File: src/rtl/pixel_scheduler_if.sv
// Handshake bundle between the pixel scheduler and its frame controller / engine array.
interface pixel_scheduler_if #(
    parameter int NUM_ENGINES      = 8,
    parameter int PIXEL_DATA_WIDTH = 10
);
    logic                        start;
    logic                        abort;
    logic                        continuous;
    logic [NUM_ENGINES-1:0]      engine_ready;
    logic [NUM_ENGINES-1:0]      engine_done;
    logic [NUM_ENGINES-1:0]      grant_o;
    logic [PIXEL_DATA_WIDTH-1:0] x_o;
    logic [PIXEL_DATA_WIDTH-1:0] y_o;
    logic                        busy;
    logic                        frame_done;
    logic [15:0]                 frame_count;

    modport master (
        output start, abort, continuous, engine_ready, engine_done,
        input  grant_o, x_o, y_o, busy, frame_done, frame_count
    );

    modport slave (
        input  start, abort, continuous, engine_ready, engine_done,
        output grant_o, x_o, y_o, busy, frame_done, frame_count
    );
endinterface

File: src/rtl/pixel_scheduler.sv
// Hands out frame pixels in raster order to a pool of mandelbrot engines (round-robin)
// and tracks in-flight pixels so a frame is reported complete only once all results land.
//
// state    | meaning
// IDLE     | waiting for start, no grants
// DISPATCH | granting pixels, one per cycle to an eligible engine
// DRAIN    | all pixels issued (or aborted), waiting for outstanding work to finish
module pixel_scheduler #(
    parameter int NUM_ENGINES      = 8,
    parameter int PIXEL_DATA_WIDTH = 10,
    parameter int X_SIZE           = 640,
    parameter int Y_SIZE           = 480
) (
    input logic              clk,
    input logic              reset,
    pixel_scheduler_if.slave sif
);
    localparam int NPIX = X_SIZE * Y_SIZE;
    localparam int OW   = $clog2(NPIX + 1);
    localparam int EW   = (NUM_ENGINES > 1) ? $clog2(NUM_ENGINES) : 1;
    localparam logic [PIXEL_DATA_WIDTH-1:0] X_LAST = PIXEL_DATA_WIDTH'(X_SIZE - 1);
    localparam logic [PIXEL_DATA_WIDTH-1:0] Y_LAST = PIXEL_DATA_WIDTH'(Y_SIZE - 1);

    typedef enum logic [1:0] {IDLE, DISPATCH, DRAIN} state_t;

    state_t                      state_q, state_d;
    logic [PIXEL_DATA_WIDTH-1:0] x_q, x_d, y_q, y_d;
    logic [PIXEL_DATA_WIDTH-1:0] xo_q, xo_d, yo_q, yo_d;
    logic [EW-1:0]               last_q, last_d;
    logic [OW-1:0]               out_q, out_d;
    logic                        abort_q, abort_d;
    logic [NUM_ENGINES-1:0]      grant_q, grant_d;
    logic                        fdone_q, fdone_d;
    logic [15:0]                 fcnt_q, fcnt_d;
    logic                        busy_q;

    logic [NUM_ENGINES-1:0]      eligible;
    logic                        pick_valid;
    logic [EW-1:0]               pick_idx;
    logic [EW-1:0]               cand;
    logic                        grant_now;
    int                          out_sum;
    int                          done_cnt;

    // An engine granted last cycle may still show ready, so it is masked for one cycle.
    always_comb begin
        eligible   = sif.engine_ready & ~grant_q;
        pick_valid = 1'b0;
        pick_idx   = '0;
        cand       = '0;
        for (int k = 1; k <= NUM_ENGINES; k++) begin
            cand = EW'((int'(last_q) + k) % NUM_ENGINES);
            if (!pick_valid && eligible[cand]) begin
                pick_valid = 1'b1;
                pick_idx   = cand;
            end
        end
    end

    assign grant_now = (state_q == DISPATCH) && !sif.abort && pick_valid;

    // Stray done pulses can never drive the count below zero.
    always_comb begin
        out_sum  = int'(out_q) + (grant_now ? 1 : 0);
        done_cnt = $countones(sif.engine_done);
        if (done_cnt > out_sum) begin
            out_d = '0;
        end else begin
            out_d = OW'(out_sum - done_cnt);
        end
    end

    always_comb begin
        state_d = state_q;
        x_d     = x_q;
        y_d     = y_q;
        xo_d    = xo_q;
        yo_d    = yo_q;
        last_d  = last_q;
        abort_d = abort_q;
        grant_d = '0;
        fdone_d = 1'b0;
        fcnt_d  = fcnt_q;
        case (state_q)
            IDLE: begin
                if (sif.start) begin
                    state_d = DISPATCH;
                    x_d     = '0;
                    y_d     = '0;
                end
            end
            DISPATCH: begin
                if (sif.abort) begin
                    state_d = DRAIN;
                    abort_d = 1'b1;
                end else if (grant_now) begin
                    grant_d[pick_idx] = 1'b1;
                    xo_d              = x_q;
                    yo_d              = y_q;
                    last_d            = pick_idx;
                    if (x_q == X_LAST) begin
                        x_d = '0;
                        if (y_q == Y_LAST) begin
                            y_d     = '0;
                            state_d = DRAIN;
                        end else begin
                            y_d = y_q + 1'b1;
                        end
                    end else begin
                        x_d = x_q + 1'b1;
                    end
                end
            end
            DRAIN: begin
                if (out_d == '0) begin
                    x_d = '0;
                    y_d = '0;
                    if (abort_q) begin
                        state_d = IDLE;
                        abort_d = 1'b0;
                    end else begin
                        fdone_d = 1'b1;
                        fcnt_d  = fcnt_q + 16'd1;
                        state_d = sif.continuous ? DISPATCH : IDLE;
                    end
                end
            end
            default: state_d = IDLE;
        endcase
    end

    always_ff @(posedge clk or posedge reset) begin
        if (reset) begin
            state_q <= IDLE;
            x_q     <= '0;
            y_q     <= '0;
            xo_q    <= '0;
            yo_q    <= '0;
            last_q  <= EW'(NUM_ENGINES - 1);
            out_q   <= '0;
            abort_q <= 1'b0;
            grant_q <= '0;
            fdone_q <= 1'b0;
            fcnt_q  <= '0;
            busy_q  <= 1'b0;
        end else begin
            state_q <= state_d;
            x_q     <= x_d;
            y_q     <= y_d;
            xo_q    <= xo_d;
            yo_q    <= yo_d;
            last_q  <= last_d;
            out_q   <= out_d;
            abort_q <= abort_d;
            grant_q <= grant_d;
            fdone_q <= fdone_d;
            fcnt_q  <= fcnt_d;
            busy_q  <= (state_d != IDLE);
        end
    end

    assign sif.grant_o     = grant_q;
    assign sif.x_o         = xo_q;
    assign sif.y_o         = yo_q;
    assign sif.busy        = busy_q;
    assign sif.frame_done  = fdone_q;
    assign sif.frame_count = fcnt_q;
endmodule

File: src/flat_wrapper.sv
// flat-port wrapper written by rule: the top's interface ports become plain ports
module pixel_scheduler_flat 
#(
    parameter int NUM_ENGINES      = 8,
    parameter int PIXEL_DATA_WIDTH = 10,
    parameter int X_SIZE           = 640,
    parameter int Y_SIZE           = 480
)
  (clk, reset, sif_start, sif_abort, sif_continuous, sif_engine_ready, sif_engine_done, sif_grant_o, sif_x_o, sif_y_o, sif_busy, sif_frame_done, sif_frame_count);
  pixel_scheduler_if #(.NUM_ENGINES(NUM_ENGINES), .PIXEL_DATA_WIDTH(PIXEL_DATA_WIDTH)) sif_i ();
  input logic clk;
  input logic reset;
  input wire logic [$bits(sif_i.start)-1:0] sif_start;
  input wire logic [$bits(sif_i.abort)-1:0] sif_abort;
  input wire logic [$bits(sif_i.continuous)-1:0] sif_continuous;
  input wire logic [$bits(sif_i.engine_ready)-1:0] sif_engine_ready;
  input wire logic [$bits(sif_i.engine_done)-1:0] sif_engine_done;
  output wire logic [$bits(sif_i.grant_o)-1:0] sif_grant_o;
  output wire logic [$bits(sif_i.x_o)-1:0] sif_x_o;
  output wire logic [$bits(sif_i.y_o)-1:0] sif_y_o;
  output wire logic [$bits(sif_i.busy)-1:0] sif_busy;
  output wire logic [$bits(sif_i.frame_done)-1:0] sif_frame_done;
  output wire logic [$bits(sif_i.frame_count)-1:0] sif_frame_count;
  assign sif_i.start = sif_start;
  assign sif_i.abort = sif_abort;
  assign sif_i.continuous = sif_continuous;
  assign sif_i.engine_ready = sif_engine_ready;
  assign sif_i.engine_done = sif_engine_done;
  assign sif_grant_o = sif_i.grant_o;
  assign sif_x_o = sif_i.x_o;
  assign sif_y_o = sif_i.y_o;
  assign sif_busy = sif_i.busy;
  assign sif_frame_done = sif_i.frame_done;
  assign sif_frame_count = sif_i.frame_count;
  pixel_scheduler #(.NUM_ENGINES(NUM_ENGINES), .PIXEL_DATA_WIDTH(PIXEL_DATA_WIDTH), .X_SIZE(X_SIZE), .Y_SIZE(Y_SIZE)) u_core (.clk(clk), .reset(reset), .sif(sif_i));
endmodule
File: config.mk
export PLATFORM = sky130hd
export DESIGN_NAME = pixel_scheduler_flat
export DESIGN_NICKNAME = d
export VERILOG_FILES = /design/src/rtl/pixel_scheduler_if.sv /design/src/rtl/pixel_scheduler.sv /design/src/flat_wrapper.sv
export SDC_FILE = /design/constraint.sdc
export NUM_CORES = 1
export LEC_CHECK = 0
export BUFFER_PORTS_ARGS = -buffer_cell sky130_fd_sc_hd__buf_2
export CAP_MARGIN = 20
export CORE_MARGIN = 1
export CORE_UTILIZATION = 60
export CTS_CLUSTER_DIAMETER = 200
export CTS_CLUSTER_SIZE = 16
export DETAILED_ROUTE_END_ITERATION = 8
export PLACE_DENSITY = 0.81
export SETUP_SLACK_MARGIN = 0.05
export SLEW_MARGIN = 20
export SYNTH_ARGS = -nofsm -noshare
export SYNTH_HDL_FRONTEND = slang
export SYNTH_SLANG_ARGS = --single-unit
export TNS_END_PERCENT = 20
File: constraint.sdc
create_clock -name clk -period 19.9 [get_ports clk]
set_input_delay 3.98 -clock clk [delete_from_list [all_inputs] [get_ports clk]]
set_output_delay 3.98 -clock clk [all_outputs]
set_load 0.05 [all_outputs]
==> flow_summary_export.csv, run 1 <==
group,metric,value,unit
drt,avgViaCountPerCell,6.20,
drt,ant_nets,0,
drt,finalWirelength,14.7,mm
timing,finalMaxSlewViolations,0,
power,leakage,3.19,nW
logic_synthesis,ys_seq_elements,91,
clocking,cts_setup_buffers,0,
floorplanning,dieArea,11100,um^2
critical_path,crit_required,20.16,ns
finish,multiInputGateArea,3890,um^2
clocking,clock_path_buffers,2,
logic_synthesis,synth-edff-count,0,
drt,drc,0,
placement,place_area,6850,um^2
timing,setup_violations,0,
critical_path,cp_slowest_cell,"o41ai_4",
finish,antenna_cells,0,
logic_synthesis,synth_cell_types,77,
finish,nFillCells,842,
logic_synthesis,synth_area_leaders,"dfrtp_1 (34%), mux2_2 (4.9%), ha_1 (4.3%), xnor2_1 (4.2%), mux4_2 (3.9%)",
finish,utilization,0.680,
critical_path,crit_type,"in -> reg",
critical_path,startpoint_type,"input port",
global_route,antenna_found_initial,0,
job,maxCapViolations,0,
critical_path,crit_chain,"buf_2 -> or3b_2 -> nand4_1 -> mux4_2 -> nor4_2 -> a41oi_4 -> buf_4 -> ha_1 -> xor2_1 -> inv_1 -> ha_1 -> and4b_1 -> a211oi_1 -> nand4bb_1 -> mux2i_1 -> xor2_1 -> o2111ai_1 -> o41ai_4 -> or3b_1 -> xnor2_1",
critical_path,slowest_delay,0.78,ns
power,pwr-share-comb,0.577,
clocking,clock_tree.htree_level_count,3,
floorplanning,pin_count,67,
finish,finalNonFillerCells,876,
run_status,outcome,"finished clean",
floorplanning,fp-row-count,37,
power,seq_power_share,0.295,
power,switchingPower,0.000488,W
clocking,cts_sinks,91,
drt,wl_per_cell,16.8,um
floorplanning,core_area,10400,um^2
clocking,clock-root-buffer,"clkbuf_8",
finish,design_area,7050,um^2
logic_synthesis,synth_top_area_frac,0.343,
logic_synthesis,postSynthAreaPerCell,9.40,um^2
logic_synthesis,netlist_area,6420,um^2
floorplanning,start_util,0.619,
power,switching_share,0.483,
floorplanning,dieHeight,105,um
clocking,cts_buffers,9,
logic_synthesis,ys.flop_type,"dfrtp_1",
global_route,grt_max_degree,92,
global_route,grt_pass1_wl,24.4,mm
placement,dpl.hpwl,11.0,mm
logic_synthesis,yosysTopAreaCell,"dfrtp_1",
drt,first_pass_iters,5,
power,power_frac_clock,0.128,
drt,drt_iter0_drc,415,
logic_synthesis,async_flop_share,1.00,
placement,place_congestion,0.944,
critical_path,cp-end-kind,"register",
logic_synthesis,yosysWarningCount,0,
timing,finalCritPeriodShare,0.506,
clocking,cts_hold_buf,0,
power,p_per_area,143,nW/um^2
placement,placed_cells,860,
hold_path,hold_path_class,"reg -> reg",
timing,clock.fmax,99.3,MHz
timing,finClkSkew,0.0153,ns
finish,layout-drive-gt1-share,0.203,
critical_path,worstPathArrival,10.33,ns
global_route,grt-ovfl-total,0,
global_route,grt_pass1_vias,5097,
timing,grt_setup_unrepaired,"false",
finish,area_growth,9.88,%
floorplanning,fp.dieW,105,um
power,p_int,0.000522,W
finish,register_area,2280,um^2
placement,io_buffers,66,
logic_synthesis,synth.yosys.seq_area_share,0.355,
power,peakVddDrop,0.0000647,V
timing,tightest_slew,0.930,ns
critical_path,crit_fanout,35,
global_route,grt_usage,0.274,
clocking,clock_latency,0.37,ns
timing,tns,0,ns
logic_synthesis,synthesis.instances,683,
clocking,clk_pin_slew,0.10,ns
timing,relSlewSlack,0.374,
logic_synthesis,synthesis.nets,731,
drt,via_count,5432,
clocking,cts_tree,"yes",
finish,fin_nets,783,
timing,layout_min_cycle_time,10.07,ns
timing,hold_viol,0,
clocking,post_cts_resize_count,0,
==> per-stage QoR <==
stage / setup WS, ns / power [W] / hold WS (ns)
after global placement: 9.86 / 0.000849 / 0.462
after global routing: 9.52 / 0.00108 / 0.511
after floorplan: 10.49 / 0.000742 / 0.468
after detailed placement: 9.58 / 0.000872 / 0.472
final: 9.83 / 0.00101 / 0.480
after CTS: 9.96 / 0.00100 / 0.487
==> cells in the mapped netlist (all sizes together), types with 10 or more instances <==
master and count:
dfrtp 88, nor2 51, nand2 44, inv 37, xnor2 31, a21oi 30
o21ai 29, mux2 28, nand3 28, and3 24, ha 22, mux2i 20
a31oi 17, nor3 16, buf 15, nand4 15, clkbuf 14, nand2b 14
mux4 11, nor2b 11, or3 10
==> sequential cells by signal, indices dropped and copies added, names as in the netlist <==
name and cells:
u_core.y_q 10, u_core.last_q 3, u_core.x_q 10, u_core.abort_q 1, u_core.out_q 19, u_core.sif.x_o 10, u_core.state_q 2, u_core.sif.frame_done 1
u_core.sif.grant_o 8, u_core.sif.y_o 10, u_core.sif.busy 1, u_core.sif.frame_count 16
==> metal layers <==
layer	up-vias	GRT usage	wire length [um]
met2	156	0.444	7100
met5	-	0	0
met3	25	0.0371	689
li1	2598	-	-
met1	2653	0.376	6710
met4	0	0.101	256
==> cells by family (layout without fill, tap and decap cells) <==
group,after synthesis,count (layout),synth area share
AO/OA/AOI/OAI,135,135,0.141
XOR/XNOR,40,40,0.0546
adder cells (fa/ha/maj),27,27,0.0585
buffers and inverters,68,125,0.0427
flip-flops,91,91,0.355
multiplexers,59,59,0.119
AND/OR/NAND/NOR,263,263,0.229
==> power groups by stage <==
stage / clock network [W] / registers [W] / logic, W
final: 0.000129 / 0.000298 / 0.000583
after global routing: 0.000138 / 0.000305 / 0.000634
after CTS: 0.000132 / 0.000295 / 0.000576
after detailed placement: 0 / 0.000299 / 0.000573
after global placement: 0 / 0.000296 / 0.000553
after floorplan: 0 / 0.000300 / 0.000442
==> critical path: cells and delay by family <==
kind / cells / cell delay, ns
AO/OA/AOI/OAI: 4 / 1.46
XOR/XNOR: 3 / 0.72
adder cells (fa/ha/maj): 2 / 0.68
buffers and inverters: 3 / 0.51
multiplexers: 2 / 0.85
AND/OR/NAND/NOR: 6 / 2.10
==> placed cells by master (no fill, tap or decap), types with 13 or more instances in the layout <==
master	n
a21oi_1	28
a31oi_1	17
and3_1	24
buf_2	66
dfrtp_1	88
ha_1	22
inv_1	36
mux2_2	28
mux2i_1	20
nand2_1	44
nand2b_1	14
nand3_1	28
nand4_1	13
nor2_1	51
nor3_1	15
o21ai_0	27
xnor2_1	31
==> worst paths after layout <==
kind | startpoint | to | slack, ns | cells past startpoint
worst max register to register | u_core.last_q[1] | u_core.sif.frame_count[15] | 12.02 | 19
min in group asynchronous | reset | u_core.out_q[13] | 3.82 | 3
worst min register to register | u_core.sif.frame_count[15] | u_core.sif.frame_count[15] | 0.48 | 1
worst min-delay path | u_core.sif.frame_count[15] | u_core.sif.frame_count[15] | 0.48 | 1
worst max-delay path | sif_engine_ready[4] | u_core.sif.frame_count[15] | 9.83 | 20
max in group asynchronous | reset | u_core.sif.grant_o[2] | 15.54 | 3
==> cell type report <==
cell class / count / area share
multi-input combinational: 524 / 0.551
sequential: 91 / 0.323
timing repair buffer: 70 / 0.0516
tap: 136 / 0.0241
inverter: 39 / 0.0209
clock buffer: 10 / 0.0181
clock inverter: 6 / 0.0105
Note: power is estimated with default switching activity, not from simulation.
==> inputs of run 2 (changes only) <==
- CORE_UTILIZATION: 60 -> 54
- PLACE_DENSITY: 0.81 -> 0.77
- clock period: 19.9 -> 8.4 ns (I/O delays scaled with it)
==> run 2 against run 1 <==
The run now ends with design-rule violations left. Sequential cell count is the same. Die area grew 11%. Final area increased by 1.2%. Cell count grew 0.80%. Core utilization decreased by 6.1 points. Global-route usage fell by 3.0 points. Clock skew fell by 0.0098 ns. Clock power increased to 2.9 times the previous value. Count of clock-buffer cells in the layout rose by 2. Largest cell class unchanged.
==> flow_summary_export.csv, run 2 (same netlist as run 1, synthesis figures left out) <==
group,metric,value,unit
placement,dp_slack,0.982,ns
global_route,grt_pass1_vias,5205,
timing,finClkSkew,0.00548,ns
drt,drt_iter0_drc,357,
timing,setup_violations,0,
timing,layout_min_cycle_time,7.20,ns
timing,tns,0,ns
finish,top_register,"u_core.out_q",
clocking,cts_hold_buf,0,
placement,io_buffers,66,
floorplanning,fp.dieW,111,um
finish,area_growth,11.2,%
drt,avgViaCountPerCell,6.22,
timing,clock.fmax,139,MHz
clocking,cts_tree,"yes",
floorplanning,start_util,0.557,
timing,finalCritPeriodShare,0.858,
global_route,grt_busiest_layer,"met2",
global_route,antenna_found_initial,0,
timing,hold_viol,0,
floorplanning,dieHeight,111,um
floorplanning,core_area,11500,um^2
timing,relSlewSlack,0.381,
drt,finalWirelength,14.6,mm
drt,via_count,5494,
clocking,clk_pin_slew,0.07,ns
global_route,use_met1,0.337,
finish,layout-drive-gt1-share,0.201,
run_status,outcome,"complete, but fails checks",
timing,grt_setup_unrepaired,"false",
placement,place_area,6860,um^2
power,leakage,3.22,nW
clocking,cts_sinks,91,
placement,dpl.hpwl,10.9,mm
critical_path,crit_fanout,15,
clocking,cts_buffers,9,
placement,place_congestion,0.945,
power,pwr-share-comb,0.559,
drt,first_pass_iters,7,
clocking,clock_tree.htree_level_count,3,
clocking,post_cts_resize_count,0,
hold_path,hold_path_class,"reg -> reg",
floorplanning,dieArea,12300,um^2
critical_path,worstPathArrival,7.39,ns
power,p_int,0.00130,W
global_route,grt_usage,0.244,
finish,finalNonFillerCells,883,
floorplanning,pin_count,67,
global_route,grt-ovfl-total,0,
timing,finalMaxSlewViolations,0,
finish,antenna_cells,0,
finish,design_area,7130,um^2
clocking,clock_path_buffers,2,
timing,tightest_slew,0.921,ns
power,power_frac_clock,0.153,
global_route,grt_use_met2,0.391,
finish,final_cell_mix,"dfrtp_1 (88), buf_2 (66), nor2_1 (51)",
power,switching_share,0.467,
clocking,clock-root-buffer,"clkbuf_16",
finish,fin_nets,784,
power,switchingPower,0.00114,W
job,maxCapViolations,0,
global_route,use_met3,0.0372,
critical_path,crit_required,8.59,ns
drt,wl_per_cell,16.5,um
floorplanning,fp-row-count,39,
drt,ant_nets,0,
critical_path,startpoint_type,"register",
clocking,clock_latency,0.34,ns
critical_path,cp-end-kind,"register",
global_route,grt_pass1_wl,24.7,mm
clocking,cts_setup_buffers,0,
finish,largest_reg_flops,19,
finish,final_common_cell,"dfrtp_1",
drt,drc,4,
placement,placed_cells,868,
global_route,grt_max_degree,73,
timing,setup_ws,1.20,ns
critical_path,crit_type,"reg -> reg",
power,seq_power_share,0.288,
power,fin_total_pwr,0.00245,W
power,peakVddDrop,0.000167,V
run_status,violations,"design-rule violations",
finish,nFillCells,948,
power,p_per_area,343,nW/um^2
## run 2: cell count changes in the layout (fill, tap and decap cells not counted), sizes merged
| cell | change |
|---|---|
| clkbuf | +2 |
| clkinv | -1 |
| bufinv | -1 |
| inv | -1 |
| buf | +1 |
## run 2: metal layers
metal / part of all wire / up-vias
met3: 0.057 / 23
met2: 0.48 / 188
met5: 0 / -
met4: 0.015 / 0
met1: 0.44 / 2694
li1: - / 2589
## run 2: worst paths after layout
path / to / start / slack (ns) / depth (start not counted)
worst max-delay path: u_core.y_q[7] / u_core.last_q[1] / 1.20 / 18
worst min-delay path: u_core.sif.frame_count[15] / u_core.sif.frame_count[15] / 0.48 / 1
worst max register to register: u_core.y_q[7] / u_core.last_q[1] / 1.20 / 18
worst min register to register: u_core.sif.frame_count[15] / u_core.sif.frame_count[15] / 0.48 / 1
max in group asynchronous: u_core.sif.grant_o[5] / reset / 5.95 / 3
min in group asynchronous: u_core.sif.frame_count[15] / reset / 1.29 / 2
## run 2: power by group through the flow
| stage | Combinational (W) | Clock (W) | Sequential, W |
|---|---|---|---|
| after detailed placement | 0.00134 | 0 | 0.000708 |
| after global routing | 0.00149 | 0.000397 | 0.000726 |
| after global placement | 0.00132 | 0 | 0.000703 |
| after CTS | 0.00135 | 0.000381 | 0.000701 |
| final | 0.00137 | 0.000376 | 0.000706 |
| after floorplan | 0.00105 | 0 | 0.000712 |
## run 2: worst max-delay path: stages (launching register included)
cell and delay, ns:
dfstp_2 0.72, clkinv_1 0.34, ha_1 0.68, mux4_2 0.64, nor4_2 0.59, a41oi_4 0.22, ha_1 0.34, xor2_1 0.35
inv_1 0.08, ha_1 0.32, and4b_1 0.20, a211oi_1 0.29, nand4bb_1 0.43, mux2i_1 0.33, xor2_1 0.25, and4_1 0.22
nand4b_1 0.30, a21oi_2 0.54, a31oi_1 0.18
## run 2: through the flow
step	utilization	hold WS, ns
2_1_floorplan	-	0.468
3_3_place_gp	0.596	0.469
3_5_place_dp	0.596	0.477
4_1_cts	0.620	0.486
5_1_grt	0.620	0.499
6_report	0.620	0.480
## run 2: area by class of cell
type                    instances  area, um^2  share of cell area
inverters                      39         148              0.0207
well taps                     143         179              0.0251
flip-flops and latches         91        2280               0.320
clock buffers                  12         246              0.0345
multi-input cells             524        3890               0.545
repair buffers                 71         368              0.0516
clock inverters                 3        23.8             0.00333
==> inputs of run 3 (changes only) <==
- CELL_PAD_IN_SITES_DETAIL_PLACEMENT: default -> 1
- CELL_PAD_IN_SITES_GLOBAL_PLACEMENT: default -> 1
- CORE_UTILIZATION: 54 -> 42
- PLACE_DENSITY: 0.77 -> default
- PLACE_DENSITY_LB_ADDON: default -> 0.1
==> run 3 against run 2 <==
The flow still finishes with violations (design-rule violations). Largest cell class unchanged. Hold slack got worse by 0.010 ns. Final area up 0.63%. Critical path depth is the same. Register-to-register slack worse by 0.35 ns. Global-route usage fell by 1.6 points. Die area increased by 28%. Sequential power grew 0.7%. Total power up 2.2%. Clock power is 1% lower.
==> flow_summary_export.csv, run 3 (same netlist as run 1, synthesis figures left out) <==
group,metric,value,unit
power,pwr-share-comb,0.568,
drt,drc,2,
critical_path,worstPathArrival,7.78,ns
power,switchingPower,0.00120,W
floorplanning,fp-row-count,44,
global_route,grt_pass1_vias,5552,
timing,setup_ws,0.843,ns
timing,grt_setup_unrepaired,"false",
power,fin_total_pwr,0.00250,W
hold_path,hold_start,"u_core.sif.frame_count[15]",
global_route,grt_use_met2,0.359,
global_route,grt_max_degree,66,
finish,nFillCells,1684,
timing,relSlewSlack,0.355,
placement,dp_slack,0.697,ns
timing,finalCritPeriodShare,0.900,
finish,final_cell_mix,"dfrtp_1 (88), buf_2 (66), nor2_1 (51)",
timing,finClkSkew,0.0102,ns
hold_path,whs_endpoint,"u_core.sif.frame_count[15]",
drt,first_pass_iters,6,
finish,top_register,"u_core.out_q",
run_status,outcome,"complete, but fails checks",
power,p_per_area,349,nW/um^2
critical_path,crit_type,"reg -> reg",
critical_path,path_common_cell,"ha_1",
finish,antenna_cells,0,
placement,dpl.hpwl,12.9,mm
critical_path,startpoint_type,"register",
power,p_int,0.00130,W
timing,tns,0,ns
critical_path,ff2ff_path_depth,18,
clocking,post_cts_resize_count,0,
drt,ant_nets,0,
global_route,use_met3,0.0302,
clocking,clk_pin_slew,0.06,ns
placement,place_area,6920,um^2
job,maxCapViolations,0,
placement,place_congestion,0.882,
clocking,cts_tree,"yes",
clocking,cts_setup_buffers,0,
critical_path,slowest_delay,0.73,ns
critical_path,crit_buf_inv,2,
power,leakage,3.23,nW
drt,wl_per_cell,18.5,um
critical_path,timing.rr.start,"u_core.last_q[1]",
floorplanning,core_area,14700,um^2
finish,final_common_cell,"dfrtp_1",
clocking,cts_hold_buf,0,
finish,design_area,7180,um^2
timing,setup_violations,0,
floorplanning,start_util,0.437,
timing,hold_viol,0,
global_route,grt_pass1_wl,28.9,mm
clocking,cts_buffers,9,
finish,layout-drive-gt1-share,0.201,
global_route,grt-ovfl-total,0,
hold_path,holdPathStages,1,
global_route,use_met1,0.327,
drt,via_count,5454,
finish,area_growth,11.9,%
power,peakVddDrop,0.000129,V
floorplanning,pin_count,67,
power,power_frac_clock,0.148,
timing,clock.fmax,132,MHz
power,seq_power_share,0.284,
floorplanning,fp.dieW,126,um
clocking,clock_path_buffers,2,
clocking,clock-root-buffer,"clkbuf_16",
critical_path,cp-end-kind,"register",
global_route,grt_usage,0.228,
finish,fin_nets,784,
drt,drt_iter0_drc,284,
run_status,violations,"design-rule violations",
critical_path,crit_fanout,15,
critical_path,rrSetupSlack,0.84,ns
global_route,grt_busiest_layer,"met2",
placement,io_buffers,66,
power,switching_share,0.481,
timing,finalMaxSlewViolations,0,
floorplanning,dieHeight,126,um
clocking,clock_latency,0.34,ns
critical_path,crit_required,8.63,ns
timing,tightest_slew,0.958,ns
critical_path,cp_slowest_cell,"ha_1",
hold_path,hold_path_class,"reg -> reg",
finish,largest_reg_flops,19,
critical_path,path_delay_family,"simple AND/OR/NAND/NOR gates",
clocking,cts_sinks,91,
critical_path,reg2reg_to,"u_core.sif.frame_count[15]",
timing,layout_min_cycle_time,7.56,ns
global_route,antenna_found_initial,0,
drt,finalWirelength,17.1,mm
drt,avgViaCountPerCell,5.90,
critical_path,crit_chain,"clkinv_1 -> ha_1 -> mux4_2 -> nor4_2 -> a41oi_4 -> ha_1 -> xor2_1 -> inv_1 -> ha_1 -> and4b_1 -> a211oi_1 -> nand4bb_1 -> mux2i_1 -> xor2_1 -> o2111ai_1 -> o41ai_4 -> or3b_1 -> xnor2_1",
floorplanning,dieArea,15800,um^2
clocking,clock_tree.htree_level_count,3,
[run 3: worst register-to-register path, stage by stage (launching register included)]
cell and delay, ns:
dfstp_2 0.72, clkinv_1 0.38, ha_1 0.73, mux4_2 0.64
nor4_2 0.64, a41oi_4 0.24, ha_1 0.36, xor2_1 0.32
inv_1 0.08, ha_1 0.32, and4b_1 0.21, a211oi_1 0.28
nand4bb_1 0.47, mux2i_1 0.34, xor2_1 0.26, o2111ai_1 0.21
o41ai_4 0.69, or3b_1 0.43, xnor2_1 0.14
[run 3: power by group through the flow]
stage,clock network (W),logic (W),registers [W]
floorplan,0,0.00105,0.000712
global placement,0,0.00136,0.000709
detailed placement,0,0.00141,0.000715
CTS,0.000383,0.00142,0.000708
global route,0.000398,0.00156,0.000733
finish,0.000372,0.00142,0.000711
[run 3: how the worst max path moves through the flow]
stage / start / endpoint / slack (ns) / cells past startpoint
global placement: sif_engine_ready[4] / u_core.sif.frame_count[15] / 0.89 / 19
finish: u_core.last_q[1] / u_core.sif.frame_count[15] / 0.84 / 18
detailed placement: sif_engine_ready[6] / u_core.sif.frame_count[15] / 0.70 / 19
CTS: u_core.last_q[1] / u_core.sif.frame_count[15] / 0.86 / 18
floorplan: sif_engine_ready[6] / u_core.sif.frame_count[15] / 1.29 / 20
global route: u_core.last_q[1] / u_core.sif.frame_count[15] / 0.28 / 18
[run 3: metrics by stage]
stage / util / hold WS [ns] / instances
finish: 0.488 / 0.470 / 925
global route: 0.488 / 0.519 / 925
CTS: 0.488 / 0.475 / 925
detailed placement: 0.470 / 0.462 / 909
global placement: 0.470 / 0.467 / 909
floorplan: - / 0.468 / 683
[run 3: area by class of cell]
cell class | instances | area (um^2) | area share
Clock inverter | 4 | 27.5 | 0.00383
Sequential cell | 91 | 2280 | 0.318
Tap cell | 184 | 230 | 0.0321
Inverter | 39 | 148 | 0.0206
Clock buffer | 12 | 236 | 0.0329
Multi-Input combinational cell | 524 | 3890 | 0.542
Timing Repair Buffer | 71 | 368 | 0.0512
[run 3: routing by layer]
layer  wire length [um]  part of all wire
met1               8230              0.48
met2               8070              0.47
met3                524             0.031
met4                281             0.016
met5                  0                 0
